`src/rtl/ones_window_sum_pkg.sv`:
```
// Shared types and helpers for the ones-count sliding-window summer.
package ones_window_sum_pkg;

    typedef enum logic {
        StFill   = 1'b0,
        StSteady = 1'b1
    } win_state_e;

    // Ceiling log2; returns 0 for n <= 1.
    function automatic int unsigned clog2(input int unsigned n);
        int unsigned r;
        int unsigned v;
        r = 0;
        v = (n > 0) ? n - 1 : 0;
        while (v > 0) begin
            r = r + 1;
            v = v >> 1;
        end
        return r;
    endfunction

endpackage

```
`src/rtl/count_ring_buf.sv`:
```
// DEPTH-entry circular buffer of counts; the slot under the write pointer is the oldest entry.
module count_ring_buf
    import ones_window_sum_pkg::*;
#(
    parameter int unsigned CNT_W = 4,
    parameter int unsigned DEPTH = 4
) (
    input  logic             clk,
    input  logic             rst,
    input  logic             clear,
    input  logic             wr_en,
    input  logic [CNT_W-1:0] wr_data,
    output logic [CNT_W-1:0] rd_data
);

    localparam int unsigned PTR_W = clog2(DEPTH);

    logic [CNT_W-1:0] mem [DEPTH];
    logic [PTR_W-1:0] wr_ptr;

    // DEPTH is a power of two, so the pointer wraps by natural overflow.
    always_ff @(posedge clk) begin
        if (rst) begin
            wr_ptr <= '0;
            mem    <= '{default: '0};
        end else if (clear) begin
            wr_ptr <= '0;
        end else if (wr_en) begin
            mem[wr_ptr] <= wr_data;
            wr_ptr      <= wr_ptr + 1'b1;
        end
    end

    assign rd_data = mem[wr_ptr];

endmodule

```
`src/rtl/ones_window_sum.sv`:
```
// Sliding-window sum of the last DEPTH ones-counts with a registered density threshold flag.
module ones_window_sum
    import ones_window_sum_pkg::*;
#(
    parameter int unsigned CNT_W  = 4,
    parameter int unsigned DEPTH  = 4,
    parameter int unsigned THRESH = 16
) (
    input  logic                            clk,
    input  logic                            rst,
    input  logic                            clear,
    input  logic                            in_valid,
    input  logic [CNT_W-1:0]                in_count,
    output logic                            out_valid,
    output logic [CNT_W+clog2(DEPTH)-1:0]   win_sum,
    output logic                            win_full,
    output logic                            over_thresh
);

    localparam int unsigned PTR_W = clog2(DEPTH);
    localparam int unsigned SUM_W = CNT_W + PTR_W;

    win_state_e       state;
    logic [PTR_W-1:0] fill_cnt;
    logic [CNT_W-1:0] oldest;
    logic [SUM_W-1:0] evict;
    logic [SUM_W-1:0] sum_d;
    logic             over_d;
    logic             accept;

    assign accept = in_valid & ~clear;

    count_ring_buf #(
        .CNT_W (CNT_W),
        .DEPTH (DEPTH)
    ) u_ring (
        .clk     (clk),
        .rst     (rst),
        .clear   (clear),
        .wr_en   (accept),
        .wr_data (in_count),
        .rd_data (oldest)
    );

    // During FILL the slot under the pointer holds no live sample, so nothing is evicted.
    always_comb begin
        evict  = (state == StSteady) ? SUM_W'(oldest) : '0;
        sum_d  = win_sum + SUM_W'(in_count) - evict;
        over_d = 32'(sum_d) >= THRESH;
    end

    always_ff @(posedge clk) begin
        if (rst || clear) begin
            state       <= StFill;
            fill_cnt    <= '0;
            win_sum     <= '0;
            win_full    <= 1'b0;
            over_thresh <= 1'b0;
            out_valid   <= 1'b0;
        end else begin
            out_valid <= in_valid;
            if (in_valid) begin
                win_sum     <= sum_d;
                over_thresh <= over_d;
                case (state)
                    StFill: begin
                        if (fill_cnt == PTR_W'(DEPTH - 1)) begin
                            state    <= StSteady;
                            win_full <= 1'b1;
                            fill_cnt <= '0;
                        end else begin
                            fill_cnt <= fill_cnt + 1'b1;
                        end
                    end
                    default: state <= StSteady;
                endcase
            end
        end
    end

endmodule

```
`config.mk`:
```
export PLATFORM = sky130hd
export DESIGN_NAME = ones_window_sum
export DESIGN_NICKNAME = d
export VERILOG_FILES = /design/src/rtl/ones_window_sum_pkg.sv /design/src/rtl/count_ring_buf.sv /design/src/rtl/ones_window_sum.sv
export SDC_FILE = /design/constraint.sdc
export NUM_CORES = 1
export LEC_CHECK = 0
export ABC_AREA = 0
export CORE_ASPECT_RATIO = 1.1
export CORE_UTILIZATION = 56
export CTS_CLUSTER_SIZE = 28
export DETAILED_ROUTE_END_ITERATION = 6
export GPL_ROUTABILITY_DRIVEN = 0
export PLACE_DENSITY = 0.79
export SLEW_MARGIN = 30
export SYNTH_ARGS = -nofsm -noshare
export SYNTH_HDL_FRONTEND = slang
export SYNTH_SLANG_ARGS = --single-unit
```
`constraint.sdc`:
```
create_clock -name clk -period 3.65 [get_ports clk]
set_input_delay 0.365 -clock clk [delete_from_list [all_inputs] [get_ports clk]]
set_output_delay 0.365 -clock clk [all_outputs]
set_load 0.005 [all_outputs]
```
Word-level counts from Yosys, hierarchy flattened

Index checks and enable logic that the tools add are counted.

Bits in registers: 30
Input bits: 8
Output and inout port bits: 9
Word-level logic and storage cells: 39

$add $sub $neg: 4
Magnitude comparators: 3
Eq/ne operators: 1
Multiplexer cells: 10
Bitwise gates (word level): 4
Reduce and logical (&&, ||, !) cells: 6

Operators by type and width:

| kind                | number |
|---|---|
| $bwmux 16           | 1 |
| $mux 4              | 4 |
| $bmux 4 s2          | 1 |
| $demux 4 s2         | 1 |
| $add 6x4->6         | 1 |
| $ge 6x5->1 const B  | 1 |
| $sub 6x4->6         | 1 |
| $add 2x1->2 const B | 2 |
| $reduce_and 2->1    | 2 |
| $ge 3x3->1 const B  | 1 |
| $lt 3x1->1 const B  | 1 |
| $not 2->3           | 1 |
| $reduce_and 3->1    | 1 |
| $eq 2x2->1 const B  | 1 |
| $mux 1              | 2 |
| $mux 2              | 1 |
| $not 1->1           | 2 |
| $reduce_or 2->1     | 1 |
| $and 1x1->1         | 1 |
| $logic_and 1x1->1   | 1 |
| $logic_or 1x1->1    | 1 |

Logic depth before layout (Yosys ltp)

Word-level depth: 7
Gate-level depth with buffers: 12

Modules after synthesis

A second synthesis with hierarchy kept.

Cell total of the unflattened synthesis: 175
Area, all modules: 1757.9 µm²

Modules (own cells, without submodules):

| module          | instances | cells an instance | area each (µm²) |
|---|---|---|---|
| count_ring_buf  | 1         | 78                | 895.9 |
| ones_window_sum | 1         | 97                | 862.1 |

Least setup slack after synthesis

OpenSTA, ideal clock, no wires.

Kind: reg2reg
Start point: register u_ring.wr_ptr[1]
End point: register win_sum[4]
Setup time: 115 ps
Data arrival time: 3008 ps
Required time: 3535 ps
Path slack: 527 ps
Stages on the path, launching flop included: 12
Cells stage by stage: dfxtp_1 > clkbuf_1 > mux4_2 > and2_1 > fa_1 > inv_1 > fa_1 > a21o_2 > a21oi_1 > xnor2_1 > mux2i_1 > and2_1

Longest elaborated chain between the ends: 6

Ends and longest elaborated chain:

| what                                      | RTL line              | text |
|---|---|---|
| start: declaration                        | count_ring_buf.sv:19  | `logic [PTR_W-1:0] wr_ptr;` |
| start signal: assignment                  | count_ring_buf.sv:30  | `wr_ptr <= wr_ptr + 1'b1;` |
| $not 2->3 (not written as such)           | count_ring_buf.sv:34  | `assign rd_data = mem[wr_ptr];` |
| $bmux 4 s2                                | count_ring_buf.sv:34  |  |
| $mux 4 (not written as such) (2 in a row) | count_ring_buf.sv:34  |  |
| $mux 4                                    | ones_window_sum.sv:47 | `evict = (state == StSteady) ? SUM_W'(oldest) : '0;` |
| $sub 6x4->6                               | ones_window_sum.sv:48 | `sum_d = win_sum + SUM_W'(in_count) - evict;` |
| end signal: assignment                    | ones_window_sum.sv:63 | `win_sum <= sum_d;` |
| end: declaration                          | ones_window_sum.sv:15 | `output logic [CNT_W+clog2(DEPTH)-1:0] win_sum,` |

Every way passes these cells. The select of a mux whose other input is x is not followed.
A chain may end at the register's enable or synchronous reset.

Final worst setup path

Ends and elaborated chain as after synthesis.

==> summary.md <==
| Metric | Value |
|---|---|
| Status | `finished, final reports clean` |
| Vias in the first global route | `~1300` |
| Hold depth | `2` |
| Routed vias | `around 1300` |
| Initial Util | `about three fifths` |
| MaxCap Viol Count | `0` |
| Final Max Tran Viols | `0` |
| Iteration-0 DRC Markers | `42` |
| Fmax | `0.316 GHz` |
| Grt total ovfl | `0` |
| Post-synth EDFFs | `0` |
| Critical Setup Path Class | `register to register` |
| IO buf count | `16` |
| Clock transition at path regs | `~0.1 ns` |
| Die ar. | `3160 µm²` |
| Wire per inst | `14.2 µm` |
| CTS Buf Count | `5` |
| CP max FO | `8` |
| Relative slew slack | `55.0%` |
| Die Wd | `53.7 µm` |
| Area fraction of the dominant cell type after synthesis | `36.5%` |
| Clock sinks | `30` |
| Hold Crit Class | `register to register` |
| DRT Wirelength | `3300 µm` |
| Layout cells sized above 1 | `under 10%` |
| First-pass GRT wire length | `5360 µm` |
| Clk root buf | `clkbuf_4` |
| Sequential area share after synthesis | `36.5%` |
| Largest net degree at the start of global routing | `22` |
| Bufs on Longest Clock Path | `2` |
| Drt first pass iters | `4` |
| Mapped Area | `between 1500 and 2000 µm²` |
| Peak supply drop | `about 0.00023 V` |
| Clock skew | `0.00891 ns` |
| Syn Area/Cell | `9.00 µm²` |
| Die Y | `58.9 µm` |
| Worst Path Required | `3.88 ns` |
| Fin worst setup slack | `0.486 ns` |
| M1 wire length | `1440 µm` |
| Layout fillers | `224` |
| H-tree lvl count | `2` |
| Setup WS pre-CTS | `0.465 ns` |
| Tot GR Track Use | `between 20% and 30%` |
| Ys Warns | `0` |
| TNS Setup | `0 ns` |
| Placed wire-length estimate | `around 2500 µm` |
| RSZ-0062 raised after global routing | `no` |
| PwrDens | `355 nW/µm²` |
| Final worst path period share | `86.7%` |
| Gates resized, CTS repair | `0` |
| Setup violations, final | `0` |
| Top_reg_cell synth | `dfxtp_1` |
| Worst-Skew Late Latency | `0.33 ns` |
| ANT nets after route | `0` |
| Synth area leaders | `dfxtp_1 36%, ha_1 8.4%, a21oi_1 5.5%, mux4_2 5.5%, fa_1 4.9%` |
| Top routing layer in use | `met4` |
| Min Clock Period, post-route | `3.16 ns` |
| WHS | `0.466 ns` |
| Commonest non-fill, non-tap cell in the layout | `dfxtp_1` |
| # diodes | `0` |
| Largest area contributor in the netlist | `dfxtp_1` |
| Layout area overhead | `13.3%` |
| Cts-stage hold buffer count | `0` |
| Post CTS Setup Buffer Count | `0` |
| CP Launch Type | `register` |
| Post-Syn Nets | `206` |
| CTS tree | `built` |
| Lkg Pwr | `0.736 nW` |
| Placement Cell Area | `around 1800 µm²` |
| Most frequent cells in the layout | `30 x dfxtp_1, 21 x nand2_1, 19 x inv_1` |
| Critical path arrival | `~3.4 ns` |
| Synthesized instance count | `183` |
| Core box area | `2780 µm²` |
| Final Hold Viols | `0` |
| WL met2 | `about 1700 µm` |
| I/O pins | `17` |
| Initial antenna violation count | `0` |
| Final instance area | `1870 µm²` |
| Netlist cell types | `34` |
| Final #Nets | `222` |
| Crit path capture type | `register` |
| FFs w/ async S/R, synth | `0%` |
| Measured slew at the worst slew-check pin | `0.673 ns` |
| Rows | `20` |
| # DRC | `0` |
| Flops & latches, synth | `30` |
| Metal3 WL | `126 µm` |
| FF-to-FF path depth | `10` |
| Vias per cell | `5.66` |
through the flow:
stage | power [mW] | util (%) | cells
floorplan | 0.445 | - | 183
global placement | 0.478 | 65.5 | 225
detailed placement | 0.485 | 65.5 | 225
CTS | 0.668 | 67.2 | 232
global route | 0.699 | 67.2 | 232
finish | 0.662 | 67.2 | 232
power by group:
part           switching, mW  internal (mW)  total [mW]
combinational         0.0693         0.0640       0.133
sequential           0.00818          0.337       0.345
clock                  0.115         0.0691       0.184
total                  0.193          0.470       0.662
Yosys cell counts (all sizes together) (2+ instances only):
library cell	number
o21ai	4
a21oi	19
mux4	4
a21o	2
clkbuf	4
a211oi	3
nor2	12
dfxtp	30
fa	4
xnor2	3
a31oi	2
buf	4
nand2	21
inv	19
and2	5
mux2i	6
nand3	16
nor2b	4
ha	11
metal layers:
| metal | GRT usage (%) | vias to the layer above |
|---|---|---|
| met4 | 10.2 | 0 |
| met3 | 7.75 | 2 |
| met1 | 27.4 | 628 |
| met2 | 41.4 | 30 |
| met5 | 0 | - |
| li1 | - | 652 |
state kept, by name, summed over array words and instances (netlist names):
name	cells
u_ring.wr_ptr	2
over_thresh	1
state	1
out_valid	1
win_full	1
u_ring.mem	16
fill_cnt	2
win_sum	6
kinds of logic after synthesis:
logic type                 share of synthesized area (%)
AOI/OAI and AO/OA                                   14.7
adders and majority gates                           13.2
xor gates and xnor gates                            2.96
and+or+nand+nor                                     16.9
DFF                                                 36.5
buffers and inverters                               6.61
muxes                                               9.12
worst paths after layout:
path / startpoint / end / slack [ns]
setup / recovery: u_ring.wr_ptr[1] / win_sum[4] / 0.49
setup reg to reg: u_ring.wr_ptr[1] / win_sum[4] / 0.49
hold / removal: u_ring.mem[7] / u_ring.mem[7] / 0.47
hold reg to reg: u_ring.mem[7] / u_ring.mem[7] / 0.47
area by class of cell:
class                   instances  area, µm²  area share (%)
multi-input cells             126        937            50.2
well taps                      33       41.3            2.21
flip-flops and latches         30        601            32.2
inverters                      19       71.3            3.82
repair buffers                 17        168            8.99
clock buffers                   5       37.5            2.01
clock inverters                 2       10.0           0.537
critical path, stage by stage (launching register included):
cell     delay (ns)
dfxtp_1        0.53
mux4_2         0.54
and2_1         0.18
fa_1           0.47
inv_1          0.07
fa_1           0.46
a21o_2         0.23
a21oi_1        0.16
xnor2_1        0.17
mux2i_1        0.10
and2_1         0.18
Power figures use the tool's default switching activity.
